`src/rtl/reg_file_scan_pkg.sv`:
```
// Shared definitions for the register file and its debug readback scanner.
// Holds datapath size defaults and the scan FSM state encoding.
// No logic; imported by reg_scan_ctrl and reg_file_scan.
package reg_file_scan_pkg;

    localparam int WIDTH_DEF = 32;
    localparam int DEPTH_DEF = 32;

    typedef logic [1:0] scan_state_t;

    localparam scan_state_t IDLE    = 2'd0;
    localparam scan_state_t LOAD    = 2'd1;
    localparam scan_state_t PRESENT = 2'd2;
    localparam scan_state_t DONE    = 2'd3;

endpackage

```
`src/rtl/reg_scan_ctrl.sv`:
```
// Walks every register index and streams a snapshot of each on valid/ready.
// Latency: first element valid 2 edges after scan_start; 2 cycles per element.
// Backpressure: holds scan_idx/scan_data stable while scan_valid && !scan_ready.
module reg_scan_ctrl
    import reg_file_scan_pkg::*;
#(
    parameter int WIDTH = WIDTH_DEF,
    parameter int DEPTH = DEPTH_DEF,
    parameter int AW    = $clog2(DEPTH)
) (
    input  logic             clk,
    input  logic             rst,
    input  logic             scan_start,
    input  logic             scan_ready,
    input  logic [WIDTH-1:0] rd_data,
    output logic             scan_valid,
    output logic [AW-1:0]    scan_idx,
    output logic [WIDTH-1:0] scan_data,
    output logic             scan_busy,
    output logic             scan_done
);

    scan_state_t state;
    scan_state_t state_nxt;
    logic        last_idx;

    assign last_idx = (scan_idx == AW'(DEPTH - 1));

    always_ff @(posedge clk or posedge rst) begin
        if (rst) begin
            state <= IDLE;
        end else begin
            state <= state_nxt;
        end
    end

    // scan_valid is always high in PRESENT, so scan_ready alone marks acceptance.
    always_comb begin
        state_nxt = state;
        case (state)
            IDLE:    if (scan_start) state_nxt = LOAD;
            LOAD:    state_nxt = PRESENT;
            PRESENT: if (scan_ready) state_nxt = last_idx ? DONE : LOAD;
            DONE:    state_nxt = IDLE;
            default: state_nxt = IDLE;
        endcase
    end

    always_comb begin
        scan_done = (state == DONE);
    end

    always_ff @(posedge clk or posedge rst) begin
        if (rst) begin
            scan_idx   <= '0;
            scan_data  <= '0;
            scan_valid <= 1'b0;
            scan_busy  <= 1'b0;
        end else begin
            case (state)
                IDLE: begin
                    if (scan_start) begin
                        scan_idx  <= '0;
                        scan_busy <= 1'b1;
                    end
                end
                LOAD: begin
                    scan_data  <= rd_data;
                    scan_valid <= 1'b1;
                end
                PRESENT: begin
                    // Index stops at DEPTH-1 rather than wrapping.
                    if (scan_ready) begin
                        scan_valid <= 1'b0;
                        if (!last_idx) scan_idx <= scan_idx + AW'(1);
                    end
                end
                DONE: begin
                    scan_busy <= 1'b0;
                end
                default: begin
                    scan_busy <= 1'b0;
                end
            endcase
        end
    end

endmodule

```
`src/rtl/reg_file_scan.sv`:
```
// CPU register file: one write port, two combinational read ports, plus debug scan.
// Latency: reads are combinational, writes land on the edge; scan as in reg_scan_ctrl.
// Backpressure: none on the CPU ports; the scan stream stalls on scan_ready.
module reg_file_scan
    import reg_file_scan_pkg::*;
#(
    parameter int WIDTH = WIDTH_DEF,
    parameter int DEPTH = DEPTH_DEF,
    parameter int AW    = $clog2(DEPTH)
) (
    input  logic             clk,
    input  logic             rst,
    input  logic             RegWrite,
    input  logic [AW-1:0]    Wt_addr,
    input  logic [WIDTH-1:0] Wt_data,
    input  logic [AW-1:0]    R_addr_A,
    input  logic [AW-1:0]    R_addr_B,
    output logic [WIDTH-1:0] rdata_A,
    output logic [WIDTH-1:0] rdata_B,
    input  logic             scan_start,
    input  logic             scan_ready,
    output logic             scan_valid,
    output logic [AW-1:0]    scan_idx,
    output logic [WIDTH-1:0] scan_data,
    output logic             scan_busy,
    output logic             scan_done
);

    logic [WIDTH-1:0] regs [DEPTH];
    logic [WIDTH-1:0] scan_rd;

    // Register 0 is never written, so it stays at its reset value of zero.
    always_ff @(posedge clk or posedge rst) begin
        if (rst) begin
            for (int i = 0; i < DEPTH; i++) regs[i] <= '0;
        end else if (RegWrite && (Wt_addr != '0)) begin
            regs[Wt_addr] <= Wt_data;
        end
    end

    assign rdata_A = regs[R_addr_A];
    assign rdata_B = regs[R_addr_B];
    assign scan_rd = regs[scan_idx];

    reg_scan_ctrl #(
        .WIDTH(WIDTH),
        .DEPTH(DEPTH),
        .AW   (AW)
    ) u_scan (
        .clk       (clk),
        .rst       (rst),
        .scan_start(scan_start),
        .scan_ready(scan_ready),
        .rd_data   (scan_rd),
        .scan_valid(scan_valid),
        .scan_idx  (scan_idx),
        .scan_data (scan_data),
        .scan_busy (scan_busy),
        .scan_done (scan_done)
    );

endmodule

```
`config.mk`:
```
export PLATFORM = sky130hd
export DESIGN_NAME = reg_file_scan
export DESIGN_NICKNAME = d
export VERILOG_FILES = /design/src/rtl/reg_file_scan_pkg.sv /design/src/rtl/reg_scan_ctrl.sv /design/src/rtl/reg_file_scan.sv
export SDC_FILE = /design/constraint.sdc
export NUM_CORES = 2
export LEC_CHECK = 0
export ABC_CLOCK_PERIOD_IN_PS = 48800
export CORE_MARGIN = 3
export CORE_UTILIZATION = 55
export CTS_CLUSTER_SIZE = 30
export DETAILED_ROUTE_END_ITERATION = 12
export DONT_BUFFER_PORTS = 1
export PLACE_DENSITY = 0.7
export SYNTH_ARGS = -nofsm -noshare
export SYNTH_HDL_FRONTEND = slang
export SYNTH_HIERARCHICAL = 1
export SYNTH_SLANG_ARGS = --single-unit
```
`constraint.sdc`:
```
create_clock -name clk -period 48.8 [get_ports clk]
set_input_delay 7.32 -clock clk [delete_from_list [all_inputs] [get_ports clk]]
set_output_delay 7.32 -clock clk [all_outputs]
set_load 0.02 [all_outputs]
```
==> results_dict.tcl <==
set metrics [dict create \
    status "complete, but fails checks" \
    violations "slew limit" \
    synth.area.top_cells "dfrtp_1 40%, mux2i_1 23%, mux2_2 17%" \
    worst_setup_path_start_kind "input port" \
    vias 50576 \
    drtIter0Drc 6289 \
    overflow 0 \
    cts_setup_buffers 0 \
    place_inst 6956 \
    synth_seq_cells 1065 \
    leakagePower_nw 31.26 \
    yosysWarnings 6 \
    comb_power_share_pct 27.3 \
    p_int_mw 1.979 \
    crit_path_max_incr_delay_ps 820 \
    swShare_pct 33.55 \
    cts-root-buf "clkbuf_16" \
    instances_no_fill 7171 \
    crit_required_ps 41480 \
    io_buffers 0 \
    worst_hold_path_type "reg2reg" \
    synthCells 5869 \
    drive_above_1_share_pct 23.97 \
    routabilityCongestion 0.8290 \
    wl_um 231000 \
    wire_per_inst_um 32.22 \
    drt_pass1_iterations 6 \
    pwr-share-seq_pct 42.0 \
    endpoint_kind "output pin" \
    p_per_area_mw_per_mm2 42.54 \
    hpwl_um 117200 \
    ant_nets 0 \
    grt_max_degree 513 \
    grt_pass1_vias 49633 \
    core_area_mm2 0.1189 \
    finalClockSkew_ps 18.85 \
    relSlewSlack_pct -50.05 \
    cts_max_path_buffers 3 \
    syn_area_mm2 0.06639 \
    seqCellArea_mm2 0.02665 \
    die_area_mm2 0.1249 \
    mostFrequentLayoutCells "1537 x mux2i_1, 1064 x dfrtp_1, 987 x mux2_2, 292 x a21oi_1" \
    p_clk_share_pct 30.7 \
    clk_transition_reported_paths_ps 60 \
    setup_tns_ps 0 \
    fin_crit_ps 17910 \
    multiInputGateArea_mm2 0.03668 \
    cts_sinks 1065 \
    cp_cell_sequence "nor2_4 > buf_4 > buf_4 > buf_4 > a22o_1 > nor3_1 > a31oi_1 > nand3_1" \
    crit_slowest_cell "buf_4" \
    antenna_found_initial 6 \
    routed_via_density 7.053 \
    ir_worst_vdd_mv 0.04317 \
    critPathBufInv 3 \
    area_delta_synth_final_pct 5.476 \
    yosysSeqAreaShare_pct 40.14 \
    grt.total_usage_pct 35.73 \
    setup_viol 0 \
    cpLargestDelayFamily "buffers and inverters" \
    cts_buffers 115 \
    switchingPower_mw 0.9996 \
    crit_arrival_ps 10590 \
    synth_cell_types 41 \
    cts_tree "done" \
    ctsResizeCount 0 \
    final_common_cell "mux2i_1" \
    grt_setup_unrepaired "no" \
    grt_pass1_wl_um 336300 \
    fill_cells 9805 \
    clock_latency_ps 710 \
    htree_levels 3 \
    period_share_pct 36.69 \
    synthDominantCellAreaShare_pct 40.14 \
    initial_core_util_pct 55.86 \
    die_h_um 353.4 \
    synth_fp_nets 5923 \
    row_count 126 \
    final-hold-violation-count 0 \
    drcViolationCount 0 \
    synth_area_per_cell_um2 11.31 \
    tightest_slew_ps 2251 \
    drv_slew 426 \
    yosysTopAreaCell "dfrtp_1" \
    fin_nets 5527 \
    cp_max_fo 48 \
    timing.max_cap.violations 0 \
    ctsHoldBuffers 0 \
    path_common_cell "buf_4" \
    io_pins 156 \
    fmax_ghz 0.05585 \
    worstSetupPathType "in2out" \
    die_w_um 353.4 \
]
-- layer usage --
layer	track usage [%]	up-vias	share of wire [%]
met3	9.345	712	11
met4	18.08	6	5.3
met1	47.26	25973	40
met5	0	-	0.030
met2	54.28	2831	44
li1	-	21054	-
-- synthesized netlist by cell type, drive strengths merged --
cell type  instances
or2                4
mux2            1025
o2bb2ai            1
buf              335
or3b               1
and3b              1
nand2b             8
nor3b              4
nand3b             4
and3               2
a21oi            292
a21o               1
and4bb             2
a22o             194
o21ba              1
a22oi            288
dfrtp           1065
nor2b              8
inv                5
nor2              20
and2               4
nor3              97
o21ai              2
clkbuf           269
a31oi             96
ha                 2
o21bai             1
nand2            308
mux2i           1537
nand3            290
nand4              1
xor2               1
-- final cells by class --
| cell class | count | share of cell area [%] |
|---|---|---|
| antenna | 6 | 0.02144 |
| inverter | 5 | 0.03752 |
| clock inverter | 37 | 0.6021 |
| tap | 1600 | 2.859 |
| timing repair buffer | 91 | 1.047 |
| clock buffer | 172 | 4.994 |
| multi-input combinational | 4195 | 52.38 |
| sequential | 1065 | 38.06 |
-- logic make-up (layout without fill, tap and decap cells) --
kind of cell,after synthesis,in the layout,synth area share [%]
xor gates and xnor gates,1,1,0.01319
AOI/OAI and AO/OA,876,876,8.997
muxes,2562,2562,40.56
buffers and inverters,609,305,4.858
adders and majority gates,2,2,0.03768
DFF,1065,1065,40.14
and+or+nand+nor,754,754,5.393
other,0,6,0
-- power groups by stage --
stage               logic, mW  clock network [mW]  registers (mW)
finish                  0.814               0.913            1.25
global route            0.861               0.955            1.27
CTS                     0.795               0.919            1.24
detailed placement      0.792                   0            1.26
global placement        0.780                   0            1.24
floorplan               0.636                   0            1.21
-- through the flow --
step	util [%]	setup WS, ps	cell area, µm²	hold slack [ps]	total power, mW
global route	58.90	30990	70020	434.3	3.089
floorplan	-	12660	66390	469.3	1.843
detailed placement	55.61	31020	66100	409.1	2.049
finish	58.91	30890	70030	424.2	2.979
CTS	58.90	31000	70020	423.2	2.956
global placement	55.61	31020	66100	404.7	2.024
-- final timing paths --
| kind | from | end | slack, ps | cells past startpoint |
|---|---|---|---|---|
| worst min register to register | regs[1015]$_DFFE_PP0P_ | regs[1015]$_DFFE_PP0P_ | 420 | 0 |
| max in group asynchronous | rst | regs[70]$_DFFE_PP0P_ | 38480 | 5 |
| worst min-delay path | regs[1015]$_DFFE_PP0P_ | regs[1015]$_DFFE_PP0P_ | 420 | 0 |
| worst max-delay path | R_addr_A[0] | rdata_A[26] | 30890 | 8 |
| min in group asynchronous | rst | regs[526]$_DFFE_PP0P_ | 6620 | 1 |
| worst max register to register | u_scan/scan_idx[1]$_DFFE_PP0P_ | u_scan/scan_data[4]$_DFFE_PP0P_ | 42460 | 10 |
-- state kept, by name (all words and copies together) (netlist names) --
name,flops
u_scan/scan_busy,1
u_scan/scan_valid,1
u_scan/scan_data,32
u_scan/scan_idx,5
u_scan/state,2
regs,1024
No activity file was read; power rests on OpenSTA's default activity.
